--- config.mk ---
export PLATFORM = sky130hd
export DESIGN_NAME = mem_stage
export DESIGN_NICKNAME = d
export VERILOG_FILES = /design/src/rtl/mem_stage.sv
export SDC_FILE = /design/constraint.sdc
export NUM_CORES = 1
export LEC_CHECK = 0
export ABC_AREA = 0
export ABC_CLOCK_PERIOD_IN_PS = 2100
export BUFFER_PORTS_ARGS = -buffer_cell sky130_fd_sc_hd__buf_2
export CORE_UTILIZATION = 51
export CTS_BUF_LIST = sky130_fd_sc_hd__clkbuf_4
export CTS_CLUSTER_DIAMETER = 200
export DETAILED_ROUTE_END_ITERATION = 8
export PLACE_DENSITY = 0.82
export SETUP_SLACK_MARGIN = 0.3
export SYNTH_ARGS = -nofsm -noshare
export SYNTH_HDL_FRONTEND = slang
export SYNTH_SLANG_ARGS = --single-unit
--- constraint.sdc ---
create_clock -name clk -period 2.1 [get_ports clk]
set_input_delay 0 -clock clk [delete_from_list [all_inputs] [get_ports clk]]
set_output_delay 0 -clock clk [all_outputs]
set_load 0.02 [all_outputs]
--- src/rtl/mem_stage.sv ---
// mem_stage: memory stage of the 16-bit pipelined core.
// Accepts the execute bundle, performs LOAD/STORE over a req/ready handshake
// (stalling execute via ex_ready while an access is outstanding) and presents
// a registered writeback/forwarding bundle.
//
// Ports:
//   clk, rst_n                      clock, asynchronous active-low reset
//   ex_valid, ex_control, ex_result,
//   ex_store_data, ex_dest, ex_wr_en  execute bundle in
//   ex_ready                        combinational; 1 when a bundle can be taken
//   mem_req, mem_we, mem_addr,
//   mem_wdata                       data-memory request (registered)
//   mem_rdata, mem_ready            data-memory response
//   wb_valid, wb_control, wb_dest,
//   wb_data, wb_wr_en               writeback bundle (registered)
//   bus_err                         one-cycle pulse on access timeout
module mem_stage #(
    parameter int unsigned DATA_W  = 16,
    parameter int unsigned ADDR_W  = 16,
    parameter int unsigned DEST_W  = 6,
    parameter int unsigned TIMEOUT = 15
) (
    input  logic              clk,
    input  logic              rst_n,
    input  logic              ex_valid,
    input  logic [4:0]        ex_control,
    input  logic [DATA_W-1:0] ex_result,
    input  logic [DATA_W-1:0] ex_store_data,
    input  logic [DEST_W-1:0] ex_dest,
    input  logic              ex_wr_en,
    output logic              ex_ready,
    output logic              mem_req,
    output logic              mem_we,
    output logic [ADDR_W-1:0] mem_addr,
    output logic [DATA_W-1:0] mem_wdata,
    input  logic [DATA_W-1:0] mem_rdata,
    input  logic              mem_ready,
    output logic              wb_valid,
    output logic [4:0]        wb_control,
    output logic [DEST_W-1:0] wb_dest,
    output logic [DATA_W-1:0] wb_data,
    output logic              wb_wr_en,
    output logic              bus_err
);

    localparam int unsigned CNT_W = $clog2(TIMEOUT) + 1;

    localparam logic [3:0] OP_NOP   = 4'b0000;
    localparam logic [3:0] OP_LOAD  = 4'b1100;
    localparam logic [3:0] OP_STORE = 4'b1110;

    localparam logic [0:0] S_IDLE   = 1'b0;
    localparam logic [0:0] S_ACCESS = 1'b1;

    logic [0:0]        state_q,   state_d;
    logic [CNT_W-1:0]  cnt_q,     cnt_d;
    logic [DEST_W-1:0] cap_dest_q, cap_dest_d;
    logic [4:0]        cap_ctrl_q, cap_ctrl_d;

    logic              mem_req_d, mem_we_d;
    logic [ADDR_W-1:0] mem_addr_d;
    logic [DATA_W-1:0] mem_wdata_d;
    logic              wb_valid_d, wb_wr_en_d, bus_err_d;
    logic [4:0]        wb_control_d;
    logic [DEST_W-1:0] wb_dest_d;
    logic [DATA_W-1:0] wb_data_d;

    logic [3:0] ex_op;
    logic       ex_is_mem;
    logic       cap_is_store;
    logic       timeout_hit;

    assign ex_op        = ex_control[3:0];
    assign ex_is_mem    = (ex_op == OP_LOAD) || (ex_op == OP_STORE);
    assign cap_is_store = (cap_ctrl_q[3:0] == OP_STORE);
    assign timeout_hit  = (cnt_q == CNT_W'(TIMEOUT - 1));

    // Stall execute whenever an access is outstanding.
    assign ex_ready = (state_q == S_IDLE);

    // State and registered outputs.
    always_ff @(posedge clk or negedge rst_n) begin
        if (!rst_n) begin
            state_q    <= S_IDLE;
            cnt_q      <= '0;
            cap_dest_q <= '0;
            cap_ctrl_q <= '0;
            mem_req    <= 1'b0;
            mem_we     <= 1'b0;
            mem_addr   <= '0;
            mem_wdata  <= '0;
            wb_valid   <= 1'b0;
            wb_control <= '0;
            wb_dest    <= '0;
            wb_data    <= '0;
            wb_wr_en   <= 1'b0;
            bus_err    <= 1'b0;
        end else begin
            state_q    <= state_d;
            cnt_q      <= cnt_d;
            cap_dest_q <= cap_dest_d;
            cap_ctrl_q <= cap_ctrl_d;
            mem_req    <= mem_req_d;
            mem_we     <= mem_we_d;
            mem_addr   <= mem_addr_d;
            mem_wdata  <= mem_wdata_d;
            wb_valid   <= wb_valid_d;
            wb_control <= wb_control_d;
            wb_dest    <= wb_dest_d;
            wb_data    <= wb_data_d;
            wb_wr_en   <= wb_wr_en_d;
            bus_err    <= bus_err_d;
        end
    end

    // Next-state and next-output logic; pulses default low, payload holds.
    always_comb begin
        state_d      = state_q;
        cnt_d        = cnt_q;
        cap_dest_d   = cap_dest_q;
        cap_ctrl_d   = cap_ctrl_q;
        mem_req_d    = mem_req;
        mem_we_d     = mem_we;
        mem_addr_d   = mem_addr;
        mem_wdata_d  = mem_wdata;
        wb_valid_d   = 1'b0;
        wb_wr_en_d   = 1'b0;
        bus_err_d    = 1'b0;
        wb_control_d = wb_control;
        wb_dest_d    = wb_dest;
        wb_data_d    = wb_data;

        case (state_q)
            S_IDLE: begin
                if (ex_valid && (ex_op != OP_NOP)) begin
                    if (ex_is_mem) begin
                        mem_req_d   = 1'b1;
                        mem_we_d    = (ex_op == OP_STORE);
                        mem_addr_d  = ex_result[ADDR_W-1:0];
                        mem_wdata_d = (ex_op == OP_STORE) ? ex_store_data : '0;
                        cap_dest_d  = ex_dest;
                        cap_ctrl_d  = ex_control;
                        cnt_d       = '0;
                        state_d     = S_ACCESS;
                    end else begin
                        wb_valid_d   = 1'b1;
                        wb_data_d    = ex_result;
                        wb_dest_d    = ex_dest;
                        wb_control_d = ex_control;
                        wb_wr_en_d   = ex_wr_en;
                    end
                end
            end

            S_ACCESS: begin
                // Completion takes priority over a coincident timeout.
                if (mem_ready) begin
                    mem_req_d    = 1'b0;
                    wb_valid_d   = 1'b1;
                    wb_dest_d    = cap_dest_q;
                    wb_control_d = cap_ctrl_q;
                    wb_data_d    = cap_is_store ? '0 : mem_rdata;
                    wb_wr_en_d   = !cap_is_store;
                    state_d      = S_IDLE;
                end else if (timeout_hit) begin
                    mem_req_d    = 1'b0;
                    bus_err_d    = 1'b1;
                    wb_valid_d   = 1'b1;
                    wb_dest_d    = cap_dest_q;
                    wb_control_d = cap_ctrl_q;
                    wb_data_d    = '0;
                    state_d      = S_IDLE;
                end else begin
                    cnt_d = cnt_q + CNT_W'(1);
                end
            end

            default: begin
                state_d   = S_IDLE;
                mem_req_d = 1'b0;
            end
        endcase
    end

endmodule
==> results.sh, run 1 <==
export IMPL_dr_total_vias=3092
export IMPL_dieArea_sq_um=7300
export IMPL_grt_ovfl_total=0
export IMPL_drv_slew=0
export IMPL_p_per_area_nw_per_um2=807
export IMPL_layout_setup_ws_ns=0.316
export IMPL_antenna_found_initial=0
export IMPL_yosysUniqueCellTypes=32
export IMPL_core_area_sq_um=6760
export IMPL_seq_area_sq_um=2030
export IMPL_max_slew_margin_pct=64.3
export IMPL_timing_fmax_mhz=560
export IMPL_synth_nets=386
export IMPL_wire_per_inst_um=15.5
export IMPL_grt_pass1_wl_um=15200
export IMPL_track_usage_pct=26.9
export IMPL_multi_input_area_sq_um=1430
export IMPL_drc_errors=0
export IMPL_place_congestion=0.819
export IMPL_hold_path_class="primary input to async pin"
export IMPL_instances_no_fill=604
export IMPL_switching_power_mw=1.36
export IMPL_synth_cells=320
export IMPL_cts_max_path_buffers=2
export IMPL_placed_cell_area_sq_um=4320
export IMPL_endpoint_kind="flop"
export IMPL_via_per_inst=5.12
export IMPL_root_buffer="clkbuf_4"
export IMPL_p_int_mw=2.79
export IMPL_power_share_sequential_pct=48.1
export IMPL_clock_latency_ns=0.41
export IMPL_stdcell_area_sq_um=5150
export IMPL_drtIter0Drc=151
export IMPL_ys_seq_area_share_pct=57.1
export IMPL_setup_tns_final_ns=0
export IMPL_syn2layout_area_growth_pct=45.0
export IMPL_ir_drop_v=0.000536
export IMPL_total_power_mw=4.15
export IMPL_crit_type="flop to flop"
export IMPL_p_leak_nw=2.74
export IMPL_post_route_period_util_pct=85.0
export IMPL_min_period_ns=1.78
export IMPL_rsz0062_at_grt="true"
export IMPL_syn_area_per_cell_sq_um=11.1
export IMPL_cts_tree="done"
export IMPL_pin_count=129
export IMPL_ys_ff_latch=81
export IMPL_grt_max_degree=82
export IMPL_gr_usage_met1_pct=33.2
export IMPL_critPathLaunchType="flop"
export IMPL_status="complete, no violations"
export IMPL_antenna_left=0
export IMPL_cts_sinks=81
export IMPL_clock_skew_ns=0.0196
export IMPL_start_util_pct=52.6
export IMPL_p_sw_share_pct=32.8
export IMPL_critPathMaxFanout=7
export IMPL_grtUsageMet2_pct=44.9
export IMPL_worst_pin_slew_ns=0.535
export IMPL_combPwrFrac_pct=30.1
export IMPL_synthFlopType="dfrtp_1"
export IMPL_grt_busiest_layer="met2"
export IMPL_dr_pass1_iters=4
export IMPL_setup_viol_count_final=0
export IMPL_synth_edf_count=0
export IMPL_clk_pin_slew_worst_paths_ns=0.12
export IMPL_cp_arrival_ns=2.07
export IMPL_cts_buffers=9
export IMPL_yosysWarningCount=0
export IMPL_p_clk_share_pct=21.8
export IMPL_gr_usage_met3_pct=6.42
export IMPL_placed_cells=521
export IMPL_syn_area_sq_um=3550
export IMPL_drv_cap=0
export IMPL_htreeDepth=3
export IMPL_hold_violations=0
export IMPL_synthArstFlopShare_pct=100
export IMPL_row_count=30
export IMPL_die_h_um=85.4
export IMPL_grt_pass1_vias=3253
export IMPL_io_buffer_count=128
export IMPL_totalWireLength_um=9360
export IMPL_die_x_um=85.4
export IMPL_hpwlAfterDp_um=5600
export IMPL_pre_cts_ws_ns=0.233
export IMPL_n_antenna_cell=0
export IMPL_fill_cells=441
export IMPL_cp_required_ns=2.39
export IMPL_drive_gt1_share_pct=38.9
export IMPL_fin_nets=585
## power groups by stage
stage	logic, mW	clock network, mW	registers (mW)
after detailed placement	1.12	0	2.02
after CTS	1.22	0.936	2.00
after floorplan	0.417	0	2.28
after global routing	1.35	1.01	2.03
after global placement	1.09	0	2.02
final	1.25	0.905	2.00
## registers in the layout (all words and copies together), names as in the netlist
name / count
wb_control: 5
cap_dest_q: 6
wb_data: 16
mem_wdata: 16
bus_err: 1
cap_ctrl_q: 5
mem_we: 1
state_q: 1
cnt_q: 5
wb_valid: 1
wb_dest: 6
mem_addr: 16
mem_req: 1
wb_wr_en: 1
## routing by layer
metal / routed length [um] / part of all wire (%)
met5: 0 / 0
met4: 181 / 1.9
met2: 4670 / 50
met1: 4020 / 43
met3: 485 / 5.2
## cells by family (layout without fill, tap and decap cells)
kind of cell               count (synthesis)  count (layout)  synth area share, %
adders and majority gates                  2               2                0.705
DFF                                       81              81                 57.1
muxes                                     38              38                 14.1
buffers and inverters                     22             226                 3.07
and+or+nand+nor                          151             151                 18.3
AOI/OAI and AO/OA                         26              26                 6.80
## Yosys cell counts, types with 3 or more instances
master | instances | area [sq um]
buf_2 | 3 | 15.0
clkbuf_1 | 10 | 37.5
and2_1 | 3 | 18.8
buf_6 | 3 | 33.8
dfrtp_1 | 81 | 2030
mux2_4 | 19 | 285
nand3_1 | 18 | 90.1
a22o_1 | 16 | 140
nand2_1 | 113 | 424
mux2_2 | 19 | 214
inv_1 | 4 | 15.0
nand2b_1 | 3 | 18.8
nor2_1 | 3 | 11.3
## timing repair
item,CTS,global route
hold endpoints to repair,150,0
gates resized for setup,3,1
pin swaps,0,1
hold buffers,62,0
setup endpoints to repair,22,30
buffers inserted,3,1
cloned,0,1
## stage by stage
stage,hold slack [ns],util [%]
after floorplan,-0.296,-
after global placement,0.0618,63.9
after detailed placement,0.0595,63.9
after CTS,0.147,75.6
after global routing,0.164,76.2
final,0.146,76.2
## worst paths after layout
kind	from	end	slack [ns]	cells past startpoint
setup reg to reg	cnt_q[0]	wb_data[7]	0.32	7
min in group clk	ex_valid	wb_wr_en	0.22	4
max in group asynchronous	rst_n	mem_addr[3]	1.62	3
hold / removal	rst_n	wb_data[13]	0.15	3
setup / recovery	cnt_q[0]	wb_data[7]	0.32	7
hold reg to reg	mem_wdata[10]	mem_wdata[10]	0.48	2
## layout by cell type (no fill, tap or decap), types with 2 or more instances in the layout
cell,synthesis,layout
clkbuf_4,0,10
buf_2,3,127
mux2_4,19,19
nand2b_1,3,3
buf_12,0,2
o21ai_0,2,2
clkinv_4,0,2
nand3_1,18,18
inv_1,4,4
nand2_1,113,113
dlygate4sd3_1,0,62
dfrtp_1,81,81
a21o_1,2,2
buf_6,3,3
mux2_2,19,19
and2_1,3,3
a22o_1,16,16
nor2_1,3,2
a221o_1,2,2
nor4_1,2,2
buf_4,0,11
ha_1,2,2
## layout make-up
| cell class | count | share of cell area, % |
|---|---|---|
| clock buffers | 10 | 1.46 |
| clock inverters | 6 | 1.31 |
| inverters | 4 | 0.292 |
| multi-input cells | 217 | 27.7 |
| flip-flops and latches | 81 | 39.4 |
| well taps | 80 | 1.94 |
| repair buffers | 206 | 27.9 |
## critical path, cell delays in order, from the launching register on
cell and delay (ns):
dfrtp_1 0.44, inv_1 0.07, ha_1 0.14, nand4b_1 0.11, a21o_1 0.22, o21ai_4 0.17, clkbuf_16 0.23, mux2_4 0.29
Note: power is estimated with default switching activity, not from simulation.
==> inputs of run 2 (changes only) <==
ABC_CLOCK_PERIOD_IN_PS = 1800   (was 2100)
clock period = 1.8 ns   (was 2.1 ns; I/O delays follow)
==> results.sh, run 2 (synthesis gave the netlist of run 1 again) <==
export IMPL_grtUsageMet2_pct=50.5
export IMPL_cts_buffers=9
export IMPL_place_congestion=0.928
export IMPL_setup_tns_final_ns=0
export IMPL_dr_pass1_iters=4
export IMPL_gr_usage_met1_pct=35.8
export IMPL_worst_pin_slew_ns=0.577
export IMPL_grt_ovfl_total=0
export IMPL_hold_path_depth=4
export IMPL_path_cells="inv_1, ha_1, nand4b_1, a21o_1, o21ai_4, clkbuf_16, mux2_4"
export IMPL_drv_slew=0
export IMPL_die_h_um=85.4
export IMPL_cp_required_ns=2.11
export IMPL_total_power_mw=5.04
export IMPL_holdWs_ns=0.0416
export IMPL_via_per_inst=5.26
export IMPL_drc_errors=0
export IMPL_wire_per_inst_um=16.5
export IMPL_syn2layout_area_growth_pct=49.1
export IMPL_endpoint_kind="flop"
export IMPL_p_leak_nw=2.80
export IMPL_hold_violations=0
export IMPL_critPathMaxFanout=8
export IMPL_mostFrequentLayoutCells="buf_2 (126), nand2_1 (113), dfrtp_1 (81)"
export IMPL_reg_top3="mem_addr (16), mem_wdata (16), wb_data (16)"
export IMPL_gr_usage_met3_pct=5.45
export IMPL_post_route_period_util_pct=94.9
export IMPL_dr_total_vias=3211
export IMPL_critPathLaunchType="flop"
export IMPL_drive_gt1_share_pct=40.7
export IMPL_track_usage_pct=28.9
export IMPL_min_delay_start="ex_control[1]"
export IMPL_grt_max_degree=45
export IMPL_antenna_left=0
export IMPL_root_buffer="clkbuf_4"
export IMPL_setup_viol_count_final=0
export IMPL_clock_latency_ns=0.42
export IMPL_r2r_worst_path_cells=7
export IMPL_crit_type="flop to flop"
export IMPL_hpwlAfterDp_um=5730
export IMPL_cts_tree="done"
export IMPL_max_slew_margin_pct=61.5
export IMPL_ir_drop_v=0.000651
export IMPL_timing_fmax_mhz=585
export IMPL_antenna_found_initial=0
export IMPL_clk_pin_slew_worst_paths_ns=0.13
export IMPL_fill_cells=404
export IMPL_r2r_start="cnt_q[0]"
export IMPL_p_per_area_nw_per_um2=952
export IMPL_n_antenna_cell=0
export IMPL_drv_cap=0
export IMPL_critPathMaxStageDelay_ns=0.40
export IMPL_grt_pass1_vias=3282
export IMPL_rsz0062_at_grt="true"
export IMPL_die_x_um=85.4
export IMPL_cp_arrival_ns=2.02
export IMPL_htreeDepth=3
export IMPL_hold_path_class="primary input to flop"
export IMPL_min_period_ns=1.71
export IMPL_pin_count=129
export IMPL_mostFrequentLayoutCell="buf_2"
export IMPL_cts_max_path_buffers=2
export IMPL_grt_busiest_layer="met2"
export IMPL_dieArea_sq_um=7300
export IMPL_io_buffer_count=128
export IMPL_status="complete, no violations"
export IMPL_crit_start="cnt_q[0]"
export IMPL_totalWireLength_um=10100
export IMPL_start_util_pct=52.6
export IMPL_clock_skew_ns=0.0115
export IMPL_fin_nets=592
export IMPL_crit_slowest_cell="dfrtp_1"
export IMPL_row_count=30
export IMPL_cts_sinks=81
export IMPL_core_area_sq_um=6760
export IMPL_grt_pass1_wl_um=16100
export IMPL_drtIter0Drc=110
## run 2: cell types whose count changed in the layout (fill, tap and decap cells not counted), sizes merged
cell         previous run  this run
inv                     5         3
bufinv                  1         2
clkinvlp                0         3
clkbuf                 11        12
dlygate4sd3            62        61
buf                   143       151
clkinv                  4         1
## run 2: critical path, delay by kind of cell (launching register included)
kind | cells | cell delay [ns]
AO/OA/AOI/OAI | 2 | 0.35
flip-flops | 1 | 0.40
AND/OR/NAND/NOR | 1 | 0.12
adder cells (fa/ha/maj) | 1 | 0.14
buffers and inverters | 2 | 0.29
multiplexers | 1 | 0.30
## run 2: routing by layer
| metal | vias to the layer above | wire length (um) |
|---|---|---|
| met5 | - | 0 |
| met4 | 0 | 203 |
| met3 | 21 | 615 |
| met2 | 144 | 5180 |
| met1 | 1555 | 4060 |
| li1 | 1491 | - |
## run 2: repair_timing
item / CTS / global route
resized for setup: 4 / 16
hold buffers: 61 / 0
cloned: 1 / 0
endpoints found under the hold margin: 111 / 0
buffers inserted: 1 / 9
pin swaps: 1 / 2
endpoints found under the setup margin: 70 / 71
## run 2: final timing paths
check | slack (ns) | to
max in group asynchronous | 1.09 | mem_wdata[2]
min | 0.04 | mem_wdata[1]
min in group asynchronous | 0.11 | cnt_q[2]
max reg2reg | 0.09 | wb_data[12]
max | 0.09 | wb_data[12]
min reg2reg | 0.48 | cap_ctrl_q[4]
## run 2: per-stage QoR
| step | cell area (sq um) | cells | setup slack [ns] | utilization (%) |
|---|---|---|---|---|
| after floorplan | 3550 | 320 | 0.0717 | - |
| after global placement | 4360 | 523 | 0.139 | 64.5 |
| after detailed placement | 4360 | 523 | 0.0675 | 64.5 |
| after CTS | 5170 | 602 | 0.0829 | 76.6 |
| after global routing | 5290 | 611 | 0.0144 | 78.4 |
| final | 5290 | 611 | 0.0914 | 78.4 |
## run 2: power breakdown
group | switching, mW | internal, mW
registers | 0.197 | 2.14
logic | 0.810 | 0.692
clock network | 0.609 | 0.593
## run 2: final cells by class
class | instances | area, sq um | area share (%)
inverter | 4 | 18.8 | 0.355
sequential | 81 | 2030 | 38.3
multi-input combinational | 217 | 1450 | 27.3
clock inverter | 5 | 80.1 | 1.51
timing repair buffer | 213 | 1540 | 29.1
tap | 80 | 100 | 1.89
clock buffer | 11 | 82.6 | 1.56
